<file path="config.mk">
export PLATFORM = sky130hd
export DESIGN_NAME = sm3_cf_core
export DESIGN_NICKNAME = d
export VERILOG_FILES = /design/src/rtl/sm3_cf_core.sv
export SDC_FILE = /design/constraint.sdc
export NUM_CORES = 2
export LEC_CHECK = 0
export BUFFER_PORTS_ARGS = -buffer_cell sky130_fd_sc_hd__buf_2
export CORE_AREA = 10 10 281 553
export CTS_CLUSTER_SIZE = 24
export DETAILED_ROUTE_END_ITERATION = 12
export DIE_AREA = 0 0 291 563
export PLACE_DENSITY = 0.71
export SLEW_MARGIN = 20
export SYNTH_ARGS = -nofsm -noshare
export SYNTH_HDL_FRONTEND = slang
export SYNTH_SLANG_ARGS = --single-unit
export TNS_END_PERCENT = 10
</file>
<file path="constraint.sdc">
create_clock -name clk -period 19 [get_ports clk]
set_input_delay 1.9 -clock clk [delete_from_list [all_inputs] [get_ports clk]]
set_output_delay 1.9 -clock clk [all_outputs]
set_load 0.02 [all_outputs]
</file>
<file path="src/rtl/sm3_cf_core.sv">
// Iterative SM3 compression function: one round per clock with a sliding 16-word expansion window.
// Optional build macro SM3_CF_TWO_ROUNDS_EN evaluates two rounds per clock (33-cycle latency).
module sm3_cf_core (
    input  logic         clk,
    input  logic         reset,
    input  logic         cf_start,
    input  logic [255:0] iv,
    input  logic [511:0] block,
    output logic [255:0] hash_out,
    output logic         cf_end
);

    typedef enum logic [1:0] {
        IDLE,
        ROUND,
        FINAL,
        DONE
    } state_t;

`ifdef SM3_CF_TWO_ROUNDS_EN
    localparam logic [5:0] J_STEP = 6'd2;
    localparam logic [5:0] LAST_J = 6'd62;
`else
    localparam logic [5:0] J_STEP = 6'd1;
    localparam logic [5:0] LAST_J = 6'd63;
`endif

    state_t       state;
    logic [255:0] v_reg;
    logic [255:0] st;
    logic [255:0] st_nxt;
    logic [511:0] win;
    logic [511:0] win_nxt;
    logic [5:0]   j;

    function automatic logic [31:0] rotl(input logic [31:0] x, input logic [4:0] n);
        return (x << n) | (x >> (6'd32 - {1'b0, n}));
    endfunction

    function automatic logic [31:0] p0(input logic [31:0] x);
        return x ^ rotl(x, 5'd9) ^ rotl(x, 5'd17);
    endfunction

    function automatic logic [31:0] p1(input logic [31:0] x);
        return x ^ rotl(x, 5'd15) ^ rotl(x, 5'd23);
    endfunction

    // Window word k sits at bits [511-32k -: 32]; w0 is consumed first.
    function automatic logic [255:0] round_step(input logic [255:0] s,
                                                input logic [511:0] w,
                                                input logic [5:0]   jj);
        logic [31:0] a, b, c, d, e, f, g, h;
        logic [31:0] tj, a12, ss1, ss2, ff, gg, tt1, tt2, w0, w4;
        {a, b, c, d, e, f, g, h} = s;
        w0  = w[511:480];
        w4  = w[383:352];
        tj  = (jj < 6'd16) ? rotl(32'h79cc4519, jj[4:0]) : rotl(32'h7a879d8a, jj[4:0]);
        a12 = rotl(a, 5'd12);
        ss1 = rotl(a12 + e + tj, 5'd7);
        ss2 = ss1 ^ a12;
        ff  = (jj < 6'd16) ? (a ^ b ^ c) : ((a & b) | (a & c) | (b & c));
        gg  = (jj < 6'd16) ? (e ^ f ^ g) : ((e & f) | (~e & g));
        tt1 = ff + d + ss2 + (w0 ^ w4);
        tt2 = gg + h + ss1 + w0;
        return {tt1, a, rotl(b, 5'd9), c, p0(tt2), e, rotl(f, 5'd19), g};
    endfunction

    function automatic logic [511:0] expand(input logic [511:0] w);
        logic [31:0] w0, w3, w7, w10, w13, wn;
        w0  = w[511:480];
        w3  = w[415:384];
        w7  = w[287:256];
        w10 = w[191:160];
        w13 = w[95:64];
        wn  = p1(w0 ^ w7 ^ rotl(w13, 5'd15)) ^ rotl(w3, 5'd7) ^ w10;
        return {w[479:0], wn};
    endfunction

`ifdef SM3_CF_TWO_ROUNDS_EN
    logic [255:0] st_mid;
    logic [511:0] win_mid;

    // Second step of the pair sees the window already advanced by one word.
    always_comb begin
        st_mid  = round_step(st, win, j);
        win_mid = expand(win);
        st_nxt  = round_step(st_mid, win_mid, j + 6'd1);
        win_nxt = expand(win_mid);
    end
`else
    always_comb begin
        st_nxt  = round_step(st, win, j);
        win_nxt = expand(win);
    end
`endif

    // hash_out is written only in FINAL so it can be chained straight back into iv.
    always_ff @(posedge clk or negedge reset) begin
        if (!reset) begin
            state    <= IDLE;
            v_reg    <= '0;
            st       <= '0;
            win      <= '0;
            j        <= '0;
            hash_out <= '0;
            cf_end   <= 1'b0;
        end else begin
            case (state)
                IDLE: begin
                    if (cf_start && !cf_end) begin
                        v_reg <= iv;
                        st    <= iv;
                        win   <= block;
                        j     <= '0;
                        state <= ROUND;
                    end
                end
                ROUND: begin
                    st  <= st_nxt;
                    win <= win_nxt;
                    j   <= j + J_STEP;
                    if (j == LAST_J) begin
                        state <= FINAL;
                    end
                end
                FINAL: begin
                    hash_out <= st ^ v_reg;
                    cf_end   <= 1'b1;
                    state    <= DONE;
                end
                DONE: begin
                    if (!cf_start) begin
                        cf_end <= 1'b0;
                        state  <= IDLE;
                    end
                end
                default: state <= IDLE;
            endcase
        end
    end

endmodule

</file>
==> results.json <==
{
  "syn_area_per_cell_sq_um": 9.27,
  "core_region_area_sq_um": 146000,
  "pins_over_slew_limit": 0,
  "final.setup_skew_ns": 0.108,
  "routabilityCongestion": 1.02,
  "synth_top_area_cell": "sky130_fd_sc_hd__dfrtp_1",
  "grt_use_total_pct": 40.2,
  "io-pin-count": 1028,
  "clockRootBuffer": "sky130_fd_sc_hd__clkbuf_16",
  "globalRouteOverflowTotal": 0,
  "crit_path_max_incr_delay_ns": 0.78,
  "worstSetupEndpointType": "register",
  "cp_data_arrival_time_ns": 11.90,
  "worstMarginPinSlew_ns": 1.17,
  "numPortBuffers": 1027,
  "drc_errors": 0,
  "dr_total_vias": 63500,
  "outcome": "finished clean",
  "groute.layer.met3.usage_pct": 10.7,
  "setup_violations": 0,
  "cts_max_path_buffers": 3,
  "async_flop_share_pct": 100,
  "critPathLaunchType": "register",
  "synthToLayoutAreaGrowth_pct": 15.2,
  "cp_max_fo": 47,
  "tritoncts_clock_tree": "yes",
  "hold_path_class": "reg2reg",
  "dp.final_hpwl_um": 272000,
  "clk_latency_ns": 0.79,
  "total_number_of_placement_rows": 199,
  "dominantRegCellSynth": "sky130_fd_sc_hd__dfrtp_1",
  "register_with_the_most_flip_flops": "win",
  "yosys_warnings": 0,
  "worst_path_dominant_cell_family": "compound AO/OA/AOI/OAI gates",
  "route.detailed.wl_per_inst_um": 31.7,
  "largest_register_ffs": 512,
  "postCtsResizedCells": 0,
  "dieHeight_um": 563,
  "achievable-frequency_ghz": 0.0885,
  "cts_num_sinks": 1289,
  "synthesis.area_sq_um": 72800,
  "synth_edf_count": 0,
  "clkTransAtPathRegs_ns": 0.07,
  "grt_pass1_vias": 61000,
  "grt_first_pass_wirelength_um": 471000,
  "yosys.cell_count.top_type": "sky130_fd_sc_hd__nand2_1",
  "grt_start_max_net_pins": 291,
  "floorplan.initialDensity_pct": 49.7,
  "worst_path_most_repeated_cell": "sky130_fd_sc_hd__fa_1",
  "mappedNetlistNets": 8922,
  "design.final.nets": 9662,
  "grt.met1_usage_pct": 49.2,
  "slowest_stage": "sky130_fd_sc_hd__dfrtp_1",
  "synthesis.instances": 7851,
  "path_buf_inv": 4,
  "fp.dieArea_sq_um": 164000,
  "final_min_period_over_clock_period_pct": 59.5,
  "synth_sequential_area_ratio_pct": 44.3,
  "number_of_drc_violations_after_detailed_routing_iteration_0": 7592,
  "ctsHoldBuffers": 0,
  "final_period_minus_worst_setup_slack_ns": 11.30,
  "first_pass_iters": 7,
  "post_cts_repair_setup_buffers": 0,
  "postRouteAntennaNets": 0,
  "avgViaCountPerCell": 5.94,
  "drive_above_1_share_pct": 15.8,
  "htree_num_levels": 3,
  "synth.ff_latch_count": 1289,
  "number_of_library_cell_types_mapped_by_synthesis": 74,
  "max_slew_margin_pct": 21.5,
  "wl_um": 339000,
  "synth.top_cells.by_area": "sky130_fd_sc_hd__dfrtp_1 (44%), sky130_fd_sc_hd__mux2i_1 (10%), sky130_fd_sc_hd__nand2_1 (8.5%)",
  "number_of_antenna_violations_at_the_first_check_in_global_routing": 180,
  "grt_busiest_layer": "met2",
  "finalHoldViolations": 0,
  "finalCoreUtilization_pct": 57.3,
  "yosysTopAreaCellShare_pct": 44.3,
  "die_w_um": 291,
  "groute.layer.met2.usage_pct": 62.7,
  "yosys-top-cells-count": "sky130_fd_sc_hd__nand2_1 (1,644), sky130_fd_sc_hd__dfrtp_1 (1,289), sky130_fd_sc_hd__o21ai_0 (883), sky130_fd_sc_hd__mux2i_1 (761), sky130_fd_sc_hd__xnor2_1 (530)",
  "setup_total_negative_slack_ns": 0,
  "critical_path_required_ns": 19.59,
  "rsz0062_at_grt": "false",
  "cts-buffers-inserted": 115,
  "maxCapViolCount": 0,
  "worstSetupPathType": "reg2reg"
}
-- final cells by class --
type,instances,area (sq um)
antenna,92,230
clock buffer,171,3430
clock inverter,46,766
fill,13100,62500
inverter,300,1130
multi-input combinational,5745,37600
sequential,1289,32300
tap,1909,2390
timing repair buffer,1140,6080
-- worst register-to-register path: cells and delay by family, from the launching register on --
family	cells	cell delay (ns)
compound gates	15	3.95
buf+inv	4	0.97
xor+xnor	3	0.69
simple gates	8	1.19
fa+ha+maj	8	3.57
flops	1	0.78
-- metrics by stage --
step | hold slack, ns | area, sq um | cells | setup slack, ns
6_report | 0.478 | 83900 | 10700 | 7.70
5_1_grt | 0.496 | 83700 | 10600 | 6.99
4_1_cts | 0.484 | 83600 | 10600 | 7.94
3_5_place_dp | 0.470 | 79400 | 10400 | 7.97
3_3_place_gp | 0.460 | 79400 | 10400 | 7.99
2_1_floorplan | 0.450 | 72800 | 7851 | 9.90
-- cells in the final DEF, fill, tap and decap left out, drive strengths merged, types with 10 or more instances in the layout --
master / n
or3: 14
clkbuf: 171
xnor2: 531
clkinv: 22
o221ai: 19
o211ai: 37
o311ai: 10
nand4: 13
bufinv: 14
buf: 1140
nand2: 1644
a22oi: 11
nand3: 85
xnor3: 12
and3: 28
mux2i: 761
o31ai: 12
nor3: 43
o21a: 17
nand2b: 19
a21o: 46
a21oi: 498
nor2: 435
inv: 305
dfrtp: 1289
o21bai: 12
xor2: 128
diode: 92
a31oi: 23
a211oi: 37
nor2b: 18
ha: 112
o21ai: 884
fa: 188
-- cells by family (layout without fill, tap and decap cells) --
family | after synthesis | count (layout) | share of synthesized area, %
compound gates | 1673 | 1673 | 12.7
xor+xnor | 672 | 672 | 8.36
fa+ha+maj | 301 | 301 | 7.11
buf+inv | 817 | 1657 | 4.22
flops | 1289 | 1289 | 44.3
mux | 769 | 769 | 10.6
other cells | 0 | 92 | 0
simple gates | 2330 | 2330 | 12.7
-- per-layer routing --
layer  vias up  wire length [um]  part of all wire [%]
met2      3762            154000                    45
met4       100             25300                   7.5
met3       910             35200                    10
met5         -               642                  0.19
met1     31000            124000                    37
li1      27800                 -                     -
-- final timing paths --
| check | to | slack (ns) | cells after the start | from |
|---|---|---|---|---|
| max | st[247] | 7.70 | 38 | j[1] |
| min | win[306] | 0.48 | 2 | win[306] |
| max reg2reg | st[247] | 7.70 | 38 | j[1] |
| min reg2reg | win[306] | 0.48 | 2 | win[306] |
| max in group asynchronous | win[192] | 13.90 | 5 | reset |
| min in group asynchronous | hash_out[92] | 1.09 | 1 | reset |
Power is not shown: default switching activity piles up to over one toggle a cycle in this logic, so the estimate is an artifact.
